==> src/rtl/if_fetch_ctrl_pkg.sv <==
// if_fetch_ctrl_pkg: shared widths, PC step and sequencer state encodings
package if_fetch_ctrl_pkg;
  localparam int DEF_ADDRESS_LEN = 32;
  localparam int DEF_PC_STEP = 4;
  localparam logic [1:0] S_IDLE  = 2'd0;
  localparam logic [1:0] S_FETCH = 2'd1;
  localparam logic [1:0] S_HOLD  = 2'd2;
  localparam logic [1:0] S_DRAIN = 2'd3;
endpackage

==> src/rtl/if_fetch_ctrl_wait_counter.sv <==
// fetch_wait_counter: saturating memory-wait counter, tc while the count sits at TIMEOUT
module fetch_wait_counter #(
  parameter int TIMEOUT = 255
) (
  input  logic i_clk,
  input  logic i_rst_n,
  input  logic i_inc,
  input  logic i_clr,
  output logic o_tc
);
  localparam int W = $clog2(TIMEOUT + 1);
  logic [W-1:0] r_cnt;
  assign o_tc = r_cnt == W'(TIMEOUT);
  always_ff @(posedge i_clk or negedge i_rst_n)
    if (!i_rst_n) r_cnt <= '0;
    else r_cnt <= i_clr ? '0 : (i_inc && !o_tc) ? r_cnt + W'(1) : r_cnt;
endmodule

==> src/rtl/if_fetch_ctrl.sv <==
// if_fetch_ctrl: PC owner and imem handshake sequencer feeding the IF pipeline register
module if_fetch_ctrl
  import if_fetch_ctrl_pkg::*;
#(
  parameter int ADDRESS_LEN = DEF_ADDRESS_LEN,
  parameter logic [ADDRESS_LEN-1:0] RESET_PC = '0,
  parameter int PC_STEP = DEF_PC_STEP,
  parameter int TIMEOUT = 255
) (
  input  logic                   i_clk,
  input  logic                   i_rst_n,
  input  logic                   i_hazard,
  input  logic                   i_branch_taken,
  input  logic [ADDRESS_LEN-1:0] i_branch_addr,
  input  logic                   i_imem_ready,
  input  logic [ADDRESS_LEN-1:0] i_imem_rdata,
  output logic                   o_imem_req,
  output logic [ADDRESS_LEN-1:0] o_imem_addr,
  output logic [ADDRESS_LEN-1:0] o_ifr_pc,
  output logic [ADDRESS_LEN-1:0] o_ifr_instr,
  output logic                   o_ifr_freeze,
  output logic                   o_ifr_flush,
  output logic                   o_fetch_err
);
  logic [1:0]             r_state;
  logic [ADDRESS_LEN-1:0] r_pc, r_drain_addr, r_hold_buf, r_hold_pc, r_last_pc, r_last_instr;
  logic [ADDRESS_LEN-1:0] w_pc_inc;
  logic                   w_fetch_dlv, w_hold_dlv, w_deliver;
  assign w_pc_inc    = r_pc + ADDRESS_LEN'(PC_STEP);
  assign w_fetch_dlv = r_state == S_FETCH && i_imem_ready && !i_branch_taken && !i_hazard;
  assign w_hold_dlv  = r_state == S_HOLD && !i_branch_taken && !i_hazard;
  assign w_deliver   = w_fetch_dlv || w_hold_dlv;
  assign o_imem_req  = r_state == S_FETCH || r_state == S_DRAIN;
  assign o_imem_addr = r_state == S_DRAIN ? r_drain_addr : r_pc;
  assign o_ifr_pc    = w_fetch_dlv ? w_pc_inc : w_hold_dlv ? r_hold_pc : r_last_pc;
  assign o_ifr_instr = w_fetch_dlv ? i_imem_rdata : w_hold_dlv ? r_hold_buf : r_last_instr;
  // a redirect always bubbles, even over a hazard freeze
  assign o_ifr_flush  = i_branch_taken || (!i_hazard && !w_deliver);
  assign o_ifr_freeze = !i_branch_taken && i_hazard;
  always_ff @(posedge i_clk or negedge i_rst_n)
    if (!i_rst_n) begin
      r_state      <= S_IDLE;
      r_pc         <= RESET_PC;
      r_drain_addr <= '0;
      r_hold_buf   <= '0;
      r_hold_pc    <= '0;
      r_last_pc    <= '0;
      r_last_instr <= '0;
    end else begin
      case (r_state)
        S_IDLE: r_state <= S_FETCH;
        S_FETCH:
          if (i_branch_taken) begin
            r_pc <= i_branch_addr;
            if (!i_imem_ready) begin
              r_drain_addr <= r_pc;
              r_state      <= S_DRAIN;
            end
          end else if (i_imem_ready) begin
            r_pc <= w_pc_inc;
            if (i_hazard) begin
              r_hold_buf <= i_imem_rdata;
              r_hold_pc  <= w_pc_inc;
              r_state    <= S_HOLD;
            end
          end
        S_HOLD:
          if (i_branch_taken) begin
            r_pc    <= i_branch_addr;
            r_state <= S_FETCH;
          end else if (!i_hazard) r_state <= S_FETCH;
        default: begin
          if (i_branch_taken) r_pc <= i_branch_addr;
          if (i_imem_ready) r_state <= S_FETCH;
        end
      endcase
      if (w_deliver) begin
        r_last_pc    <= o_ifr_pc;
        r_last_instr <= o_ifr_instr;
      end
    end
  fetch_wait_counter #(.TIMEOUT(TIMEOUT)) u_wait (
    .i_clk  (i_clk),
    .i_rst_n(i_rst_n),
    .i_inc  (o_imem_req && !i_imem_ready),
    .i_clr  (i_imem_ready || !o_imem_req),
    .o_tc   (o_fetch_err)
  );
endmodule

==> config.mk <==
export PLATFORM = sky130hd
export DESIGN_NAME = if_fetch_ctrl
export DESIGN_NICKNAME = d
export VERILOG_FILES = /design/src/rtl/if_fetch_ctrl_pkg.sv /design/src/rtl/if_fetch_ctrl_wait_counter.sv /design/src/rtl/if_fetch_ctrl.sv
export SDC_FILE = /design/constraint.sdc
export NUM_CORES = 1
export LEC_CHECK = 0
export CAP_MARGIN = 5
export CORE_MARGIN = 5
export CORE_UTILIZATION = 53
export CTS_CLUSTER_DIAMETER = 120
export DETAILED_ROUTE_END_ITERATION = 10
export PLACE_DENSITY = 0.8
export SLEW_MARGIN = 20
export SYNTH_ARGS = -nofsm -noshare
export SYNTH_HDL_FRONTEND = slang
export SYNTH_SLANG_ARGS = --single-unit
==> constraint.sdc <==
create_clock -name i_clk -period 3.5 [get_ports i_clk]
set_input_delay 1.05 -clock i_clk [delete_from_list [all_inputs] [get_ports i_clk]]
set_output_delay 1.05 -clock i_clk [all_outputs]
set_load 0.02 [all_outputs]
Word-level counts from Yosys, hierarchy flattened:

Cells that the tools add are included.
W data, S select, Z words.

* add/subtract/negate cells: 2
* equality and inequality tests: 8
* mux-type cells: 19
* bitwise logic cells: 3
* reductions and logical operators: 28

Operators with widths (count)
* $mux W32: 8
* $pmux W32 S2: 1
* $add A32 B3 Y32 const B: 1
* $mux W8: 2
* $mux W2: 7
* $ne A3 B3 Y1 const B: 4
* $logic_and A1 B1 Y1: 9
* $add A8 B1 Y8 const B: 1
* $eq A8 B8 Y1 const B: 1
* $logic_not A1 Y1: 6
* $pmux W2 S3: 1
* $reduce_and A3 Y1: 2
* $reduce_bool A2 Y1: 3
* $reduce_and A5 Y1: 1
* $eq A2 B2 Y1 const B: 2
* $logic_or A1 B1 Y1: 4
* $reduce_and A4 Y1: 1
* $reduce_bool A4 Y1: 1
* $not A1 Y1: 3
* $eq A2 B1 Y1 const B: 1
* $logic_not A2 Y1: 1

* bits in registers: 202
* word-level logic and storage cells: 68

Depth between registers and ports, before layout:

Gate-level depths: netlist of run 1.

* depth in word-level cells: 8
* gate-level depth with buffers: 8
* gate-level depth less buffers: 6

Hierarchy:

Synthesis of run 1 repeated with hierarchy kept, for this count alone.

* cells, all modules: 1026
* area total of the unflattened synthesis: 9808.2 um^2

By module, submodules not included
* if_fetch_ctrl: times used 1, cells each 980, area an instance 9335.2 um^2
* fetch_wait_counter: times used 1, cells each 46, area an instance 473.0 um^2

Worst setup path before layout of run 1:

Ideal clock, no wire load.

* path type: input to output
* start: input port i_branch_taken
* end: output port o_ifr_pc[10]
* data arrival time: 2.381 ns
* data required time: 2.450 ns
* setup slack: 0.069 ns
* stages on the path: 5
* buffers on the path: 2
* cells stage by stage: nand4bb_1 -> or2_2 -> clkbuf_1 -> clkbuf_1 -> o21ai_0

* longest elaborated chain between the ends: 5

RTL lines
* start: declaration: line if_fetch_ctrl.sv:13 `input logic i_branch_taken,`
* $logic_not A1 Y1 (*): line if_fetch_ctrl.sv:30, if_fetch_ctrl.sv:31
* $logic_and A1 B1 Y1 (2 in series): line if_fetch_ctrl.sv:31 `assign w_hold_dlv = r_state == S_HOLD && !i_branch_taken && !i_hazard;`
* $mux W32: line if_fetch_ctrl.sv:35 `assign o_ifr_pc = w_fetch_dlv ? w_pc_inc : w_hold_dlv ? r_hold_pc : r_last_pc;`
* $mux W32 (*): line if_fetch_ctrl.sv:35
* end: declaration: line if_fetch_ctrl.sv:19 `output logic [ADDRESS_LEN-1:0] o_ifr_pc,`

Every way passes the cells marked *; elsewhere a longest branch is shown, timed or not.

Worst setup path in the final report of run 1:

* start: register r_pc[2]
* end: output port o_ifr_pc[22]

* longest elaborated chain between the ends: 2

RTL lines
* start: declaration: line if_fetch_ctrl.sv:26 `logic [ADDRESS_LEN-1:0] r_pc, r_drain_addr, r_hold_buf, r_hold_pc, r_last_pc, r_last_instr;`
* start signal: assignment: line if_fetch_ctrl.sv:54 `r_pc <= i_branch_addr;`
* start signal: assignment: line if_fetch_ctrl.sv:60 `r_pc <= w_pc_inc;`
* start signal: assignment: line if_fetch_ctrl.sv:69 `r_pc <= i_branch_addr;`
* $add A32 B3 Y32: line if_fetch_ctrl.sv:29 `assign w_pc_inc = r_pc + ADDRESS_LEN'(PC_STEP);`
* $mux W32: line if_fetch_ctrl.sv:35

No other way between the ends.

==> reports/results.txt, run 1 <==
The first global-routing pass estimated 46200 µm of wire. The reg2reg setup slack was 0.01 ns; the number of input and output port buffers inserted was 168. The H-tree level count is 1. The total area inside the core boundary comes to 18000 µm².

The worst hold path was traced through 2 stages. The number of ports placed on the die boundary is 169. The placed wire-length estimate after detailed placement was 18600 µm. Relative to the synthesized area, the layout overhead comes to 45.7%. Final worst slack: -0.109 ns.

Of all cell types, the one taking the most synthesized area is sky130_fd_sc_hd__dfrtp_1. The total number of vias came out at 8932. The checks that failed: negative setup slack.

The fraction of the mapped netlist area in simple logic gates was 0.136; the overall power was 8.97 mW. Setup repair after global routing could not meet its margin everywhere. The weighted congestion reported at the end of routability-driven placement is 0.884.

The number of nets in the synthesized netlist is 1013. Counting flops with a built-in enable in the synthesized netlist gives 0. The synthesized-area fraction occupied by xor and xnor cells was 0.0281.

Once layout is complete, the cells apart from fillers number 1487. The ratio of final minimum period to clock period is 1.03. The final design utilization is 0.784, and the post-synthesis compound-gate area fraction is 0.155. Counting the fill cells in the layout gives 1097.

The run gives 0.538 as the effective utilization at floorplan. The routed design could run at a clock period as short as 3.61 ns. The worst min-delay path endpoint was r_last_instr[3].

Clock tree synthesis selected as its root buffer the cell sky130_fd_sc_hd__clkbuf_16. STA classifies the critical path endpoint as a primary output. The worst reg2reg path startpoint is r_pc[2]. The arithmetic-cell share of the synthesized area counting full adders, half adders and majority gates works out to 0.00259. Counting flops and latches in the post-synthesis netlist gives 202.

In the synthesized netlist the dominant register cell turns out to be sky130_fd_sc_hd__dfrtp_1. The fraction of layout cells with a size suffix above 1 is 0.359. The critical path class is register to primary output.

The logs give 30300 µm for the final wirelength and 0 for the total count of max-transition violations in the final report. The later pin in the worst-skew pair is clocked with a latency of 0.51 ns. Max-slew headroom at the worst pin: 0.555. STA classifies the critical path startpoint as a register.

TritonCTS built the clock tree. At the worst endpoint, the arrival time is 2.56 ns. The main combinational cell family by area after synthesis is compound AO/OA/AOI/OAI gates. The library cell with the highest instance count after synthesis was sky130_fd_sc_hd__dfrtp_1. Using the TritonRoute via totals, the vias-per-cell ratio works out to 6.01.

For this run, design rule violations remaining after detail routing come to 0. STA puts the critical path data required time at 2.45 ns. From bottom edge to top edge, the die measures 145 µm. In this run the power density over the cells is 637 nW/µm².

Number of antenna violations at the first check in global routing: 2. In this run the worst hold path is classified as register to register. The number of routed nets with antenna violations was 0; the pin count of the biggest net entering global routing was 83.

The via count of the first global-routing pass was 8849; the number of detailed-routing iterations run before antenna repair was 5. The final clock skew was 0.0118 ns. The final layout net count is 1313, and the combined global-route utilization of all metal layers is 0.262.

The tools report the end of the worst register-to-register path as r_pc[17]. For the number of placement rows, the log shows 49. After routing, the total negative slack on setup checks comes to -0.475 ns. Each instance of the synthesized netlist takes up on average 10.3 µm².

The Yosys step of the flow raised 0 warnings. No sink is reached through more buffers than the 3 on the longest clock path. The number of antenna diodes in the final layout is 0. The run finished, with violations left.

The finished cells cover 14100 µm². The tree built by TritonCTS fans out to 202 sinks. Maximum clock frequency: 277 MHz. The largest fanout on the critical path was 6. Number of cell instances on the worst register-to-register path: 22. The startpoint identified for the worst hold timing path is r_last_instr[3].

After synthesis, the most frequently instantiated cells are sky130_fd_sc_hd__dfrtp_1, sky130_fd_sc_hd__nand2_1, sky130_fd_sc_hd__mux2_2, sky130_fd_sc_hd__o21ai_0, sky130_fd_sc_hd__a22oi_1. The area fraction of the dominant cell type after synthesis was 0.523; the cell leakage power was 6.56 nW. The share of async-settable or async-resettable flops after synthesis was 1.00; the synthesized cell area was 9670 µm². Measured along the x axis, the die boundary spans 145 µm. The share of synthesized area spent on multiplexers works out to 0.120. The die covers 21000 µm².

The tools report the number of clock buffers inserted by TritonCTS as 22. For the share of the yosys chip area belonging to registers, the log shows 0.523. For the pin with the worst max-slew slack, the measured transition is 0.668 ns. The synthesized netlist contains 54 unique library cells. In this run, placement finished with an instance count of 1398. The number of DRC markers after the initial detailed-route iteration came out at 915.

The area of placed instances is 12500 µm², and the average routed wire per standard cell is 20.4 µm. The clock-pin slew on the worst setup and hold paths works out to 0.06 ns. Across the VDD grid, the largest voltage drop is 0.000547 V. The run gives 0 as the final global-route overflow total. The logs give 0 for the final-report hold violation count and 942 for the post-synthesis instance total. The logs give 0 for the count of maximum capacitance violations and 9 for the number of setup violations in the final report.

By area the synthesized netlist is led by sky130_fd_sc_hd__dfrtp_1, sky130_fd_sc_hd__mux2_2, sky130_fd_sc_hd__nand2_1.
[worst max-delay path by stage]
stage | cells past startpoint | from | to
after floorplan | 5 | i_branch_taken | o_ifr_pc[10]
after global placement | 6 | i_branch_taken | o_ifr_pc[31]
after detailed placement | 6 | i_branch_taken | o_ifr_pc[24]
after CTS | 9 | r_pc[2] | o_ifr_pc[26]
after global routing | 9 | r_pc[2] | o_ifr_pc[18]
final | 10 | r_pc[2] | o_ifr_pc[22]
[where the power goes]
group          total, mW  switching, mW  internal (mW)  leakage (nW)
combinational       3.06           1.59           1.47          3.72
clock               2.55          0.949           1.60         0.396
sequential          3.36          0.375           2.98          2.45
total               8.97           2.92           6.05          6.56
[cell usage in the layout, fill, tap and decap left out, types with 5 or more instances in the layout]
cell | Yosys | routed
sky130_fd_sc_hd__clkdlybuf4s15_2 | 0 | 22
sky130_fd_sc_hd__and3_1 | 8 | 6
sky130_fd_sc_hd__buf_4 | 1 | 173
sky130_fd_sc_hd__nand4_1 | 11 | 11
sky130_fd_sc_hd__xnor2_1 | 9 | 7
sky130_fd_sc_hd__a2bb2oi_1 | 18 | 17
sky130_fd_sc_hd__nor3_1 | 7 | 5
sky130_fd_sc_hd__a22oi_1 | 55 | 42
sky130_fd_sc_hd__xor2_2 | 0 | 10
sky130_fd_sc_hd__buf_12 | 0 | 13
sky130_fd_sc_hd__mux2_1 | 5 | 5
sky130_fd_sc_hd__clkdlybuf4s50_1 | 0 | 71
sky130_fd_sc_hd__o22ai_1 | 19 | 18
sky130_fd_sc_hd__nand2_1 | 188 | 183
sky130_fd_sc_hd__o21ai_0 | 83 | 72
sky130_fd_sc_hd__clkbuf_8 | 0 | 6
sky130_fd_sc_hd__dlymetal6s2s_1 | 0 | 23
sky130_fd_sc_hd__a21oi_1 | 31 | 29
sky130_fd_sc_hd__dlygate4sd2_1 | 0 | 6
sky130_fd_sc_hd__mux2_2 | 97 | 96
sky130_fd_sc_hd__dfrtp_1 | 202 | 199
sky130_fd_sc_hd__nor2_1 | 27 | 25
sky130_fd_sc_hd__xor2_1 | 22 | 10
sky130_fd_sc_hd__nand3_1 | 16 | 10
sky130_fd_sc_hd__clkbuf_16 | 0 | 24
sky130_fd_sc_hd__buf_6 | 0 | 12
sky130_fd_sc_hd__o221ai_1 | 10 | 7
sky130_fd_sc_hd__a22oi_2 | 0 | 13
sky130_fd_sc_hd__buf_2 | 27 | 24
sky130_fd_sc_hd__clkdlybuf4s15_1 | 0 | 6
sky130_fd_sc_hd__o21ai_1 | 6 | 14
[through the flow]
step | hold WS (ns) | worst slack [ns]
after floorplan | 0.440 | 0.0688
after global placement | 0.455 | -0.903
after detailed placement | 0.461 | -0.927
after CTS | 0.477 | -0.0772
after global routing | 0.496 | -0.222
final | 0.473 | -0.109
[logic make-up (layout without fill, tap and decap cells)]
| logic type | Yosys count | count (layout) |
|---|---|---|
| AND/OR/NAND/NOR | 287 | 287 |
| AO/OA/AOI/OAI | 236 | 236 |
| flip-flops | 202 | 202 |
| multiplexers | 103 | 103 |
| buffers and inverters | 81 | 397 |
| XOR/XNOR | 31 | 31 |
| adder cells (fa/ha/maj) | 2 | 2 |
[layout make-up]
cell class,count,area (µm²),share of cell area
sequential,202,5060,0.359
inverter,4,15.0,0.00107
timing repair buffer,353,3220,0.228
multi-input combinational,659,4710,0.334
clock buffer,32,659,0.0468
tap,229,287,0.0203
clock inverter,8,144,0.0102
[critical path, stage by stage, from the launching register on]
cell and delay (ns):
sky130_fd_sc_hd__dfrtp_1 0.39, sky130_fd_sc_hd__ha_2 0.25, sky130_fd_sc_hd__nand4_4 0.15, sky130_fd_sc_hd__nor4_4 0.22, sky130_fd_sc_hd__buf_6 0.18, sky130_fd_sc_hd__buf_12 0.10
sky130_fd_sc_hd__nand3b_4 0.07, sky130_fd_sc_hd__mux2_4 0.29, sky130_fd_sc_hd__o21ai_4 0.16, sky130_fd_sc_hd__buf_6 0.12, sky130_fd_sc_hd__buf_6 0.11
[layer usage]
layer  vias to the layer above  GRT usage  part of all wire
met5                         -          0           0.00063
met4                         2     0.0718             0.036
met3                       135     0.0561             0.087
met2                       511      0.415              0.46
met1                      4329      0.371              0.41
li1                       3955          -                 -
[state kept, by name (all words and copies together) (netlist names)]
name and count:
r_hold_buf 32, r_last_pc 32, r_state 2, u_wait.r_cnt 8, r_drain_addr 32, r_hold_pc 32, r_pc 32, r_last_instr 32
[timing repair]
action / in CTS / in global routing
cloned: 0 / 1
endpoints found under the hold margin: 0 / 0
pin swaps: 14 / 13
buffers inserted: 36 / 14
endpoints found under the setup margin: 69 / 79
gates resized for setup: 307 / 90
hold buffers: 0 / 0
(Power assumes the default switching activity.)
==> inputs of run 2 (changes only) <==
--- a/config.mk
+++ b/config.mk
@@ -5,13 +5,12 @@
 export SDC_FILE = /design/constraint.sdc
 export NUM_CORES = 1
 export LEC_CHECK = 0
-export CAP_MARGIN = 5
 export CORE_MARGIN = 5
 export CORE_UTILIZATION = 53
 export CTS_CLUSTER_DIAMETER = 120
 export DETAILED_ROUTE_END_ITERATION = 10
 export PLACE_DENSITY = 0.8
-export SLEW_MARGIN = 20
+export SLEW_MARGIN = 10
 export SYNTH_ARGS = -nofsm -noshare
 export SYNTH_HDL_FRONTEND = slang
 export SYNTH_SLANG_ARGS = --single-unit
==> results of run 2 <==
Final layout, timing and power as in run 1 (identical DEF).
==> RTL edit (settings of run 2) <==
`TIMEOUT` is set to 255 in 2 places; all go to 510.
--- a/src/rtl/if_fetch_ctrl_wait_counter.sv
+++ b/src/rtl/if_fetch_ctrl_wait_counter.sv
@@ -1,6 +1,6 @@
 // fetch_wait_counter: saturating memory-wait counter, tc while the count sits at TIMEOUT
 module fetch_wait_counter #(
-  parameter int TIMEOUT = 255
+  parameter int TIMEOUT = 510
 ) (
   input  logic i_clk,
   input  logic i_rst_n,
--- a/src/rtl/if_fetch_ctrl.sv
+++ b/src/rtl/if_fetch_ctrl.sv
@@ -5,7 +5,7 @@
   parameter int ADDRESS_LEN = DEF_ADDRESS_LEN,
   parameter logic [ADDRESS_LEN-1:0] RESET_PC = '0,
   parameter int PC_STEP = DEF_PC_STEP,
-  parameter int TIMEOUT = 255
+  parameter int TIMEOUT = 510
 ) (
   input  logic                   i_clk,
   input  logic                   i_rst_n,
Check against the original RTL: same outputs for any inputs over 4 cycles, from zero or initial values and one cycle with i_rst_n low; that may be too few to reach the edited logic, so the function may still have changed.
==> RTL edit against run 2 <==
Wire length down 8.7%; register-to-register slack better by 1.4 ns; worst setup slack better by 0.14 ns; non-clock buffer count down 57; power down 5.6%; design area down 5.8%; die area down 0.19%; area after synthesis down 0.21%; sequential cell count up 1; via count down 5.2%; worst hold slack worse by 0.0011 ns; largest power group unchanged.
==> RTL edit: results (changes against run 2) <==
[detailed_routing]
finalWirelength_mm=27.7  ; -8.7%
wl_per_cell_um=19.3  ; -5.4%
vias=8467  ; -5.2%
dr.pass1.iters=5  ; unchanged
drt_iter0_drc=780  ; -15%

[power_and_ir_drop]
p_leak_nw=6.25  ; -4.7%
power.share.clock_pct=26.2  ; -2.2 points
peakVddDrop_v=0.000449  ; -18%
seqPwrFrac_pct=39.6  ; +2.2 points
p_sw_mw=2.84  ; -2.8%
p_seq_mw=3.35  ; about the same

[status]
status=complete, no violations

[place]
gp_congestion=0.866  ; -2.1%
place_hpwl_mm=18.3  ; -1.7%
pre_cts_ws_ns=-0.847  ; +0.0809 ns
dpl.cell_count=1378  ; -1.4%
io_buffers=168  ; unchanged

[global_routing]
grt_pass1_vias=8443  ; -4.6%
grt_max_degree=74  ; -11%
antenna_found_initial=0  ; -2
track_usage_pct=25.1  ; -1.1 points
grt_pass1_wl_mm=44.2  ; -4.5%
gr-total-overflow=0  ; unchanged

[logic_synthesis]
synth.area.top_cells=dfrtp_1 53%, mux2_2 12%, nand2_1 7.3%
synth.distinct_cells=44  ; -19%
ys_seq_area_share_pct=52.7  ; +0.37 points
yosysWarningCount=0  ; unchanged
yosys_most_used_dff=dfrtp_1
syn_nets=1015  ; +0.20%
postSynth.asyncResetShare_pct=100  ; unchanged
avgSynthCellArea_um2=10.2  ; -0.31%
synth_commonest_cells=203 x dfrtp_1, 187 x nand2_1, 101 x mux2_2

[setup_path]
cp_top_family=simple AND/OR/NAND/NOR gates
reg2reg_to=r_pc[19]
reg2regPathDepth=4  ; -82%
timing.rr.start=r_state[0]
max_stage_delay_ns=0.50  ; +0.11 ns
crit_fanout=5  ; -1
arrival_ns=2.42  ; -0.14 ns
slowest_stage=nor3_1
reg2reg_slack_ns=1.45  ; +1.44 ns

[layout]
layout-drive-gt1-share_pct=31.2  ; -4.8 points
num-nets-final=1263  ; -3.8%
diodes=0  ; unchanged

[min_path]
whs_endpoint=r_last_instr[29]
worstHoldStart=r_last_instr[29]
hold_path_depth=2  ; unchanged
hp-class=reg -> reg

[sta]
holdWs_ns=0.472  ; -0.00111 ns
timing.slew.headroom_pct=49.8  ; -5.7 points
skew_ns=0.00953  ; -0.00229 ns

[clock_tree]
clk_pin_slew_worst_paths_ns=0.06  ; about the same
clk_latency_ns=0.50
cts_max_path_buffers=3  ; unchanged
root_buffer=clkbuf_16
numCtsBuffers=23  ; +4.5%
cts-htree-levels=1  ; unchanged

==> RTL edit: cell types whose count changed in the layout (fill, tap and decap cells not counted), moves of 9 or more <==
cell             change
nor2_1               -9
clkdlybuf4s15_2     -20
buf_2               +27
buf_4               -56
nand3_1             +22
o21ai_0             -12
==> RTL edit: what timing repair did <==
action | CTS | global route
gates cloned | 3 | 0
endpoints found under the setup margin | 86 | 42
buffers inserted | 8 | 6
pin swaps | 6 | 5
gates resized for setup | 349 | 64
==> RTL edit: cell type report <==
| cell class | instances | area, um^2 |
|---|---|---|
| clock buffer | 34 | 657 |
| clock inverter | 6 | 35.0 |
| inverter | 5 | 18.8 |
| tap | 229 | 287 |
| fill | 1205 | 4700 |
| sequential | 203 | 5080 |
| multi-input combinational | 662 | 4490 |
| timing repair buffer | 296 | 2700 |
==> RTL edit: worst reg2reg max path, cell delays in order, from the launching register on <==
cell	delay, ns
dfrtp_1	0.44
buf_4	0.21
or3b_2	0.69
or4_1	0.55
nand3_1	0.09
==> RTL edit: logic make-up (layout without fill, tap and decap cells) <==
| group | after synthesis | in the layout | synth area share (%) |
|---|---|---|---|
| buffers and inverters | 78 | 341 | 3.24 |
| xor gates and xnor gates | 32 | 32 | 2.90 |
| adders and majority gates | 3 | 3 | 0.389 |
| DFF | 203 | 203 | 52.7 |
| muxes | 101 | 101 | 11.8 |
| AOI/OAI and AO/OA | 229 | 229 | 15.3 |
| and+or+nand+nor | 297 | 297 | 13.7 |
==> RTL edit: metal layers <==
layer	wire length (um)	part of all wire, %	global-route usage, %	up-vias
met5	0	0	0	-
met4	739	2.7	7.25	0
met3	2020	7.3	3.87	60
met2	13400	48	41.0	394
met1	11500	42	35.1	4139
li1	-	-	-	3874
==> RTL edit: metrics by stage <==
step | instance area, um^2 | utilization (%)
6_report | 13300 | 73.9
5_1_grt | 13300 | 73.9
4_1_cts | 13100 | 72.8
3_5_place_dp | 12400 | 68.9
3_3_place_gp | 12400 | 68.9
2_1_floorplan | 9650 | -
==> RTL edit: how the worst max path moves through the flow <==
| stage | end | slack [ns] | cells after the start | start |
|---|---|---|---|---|
| 2_1_floorplan | o_ifr_pc[10] | 0.03 | 7 | i_imem_ready |
| 3_5_place_dp | o_ifr_pc[8] | -0.85 | 8 | i_imem_ready |
| 6_report | o_ifr_pc[28] | 0.03 | 6 | r_pc[20] |
| 3_3_place_gp | o_ifr_pc[27] | -0.79 | 8 | i_imem_ready |
| 4_1_cts | o_imem_addr[26] | -0.003 | 5 | r_state[0] |
| 5_1_grt | o_ifr_pc[25] | -0.10 | 7 | r_pc[20] |
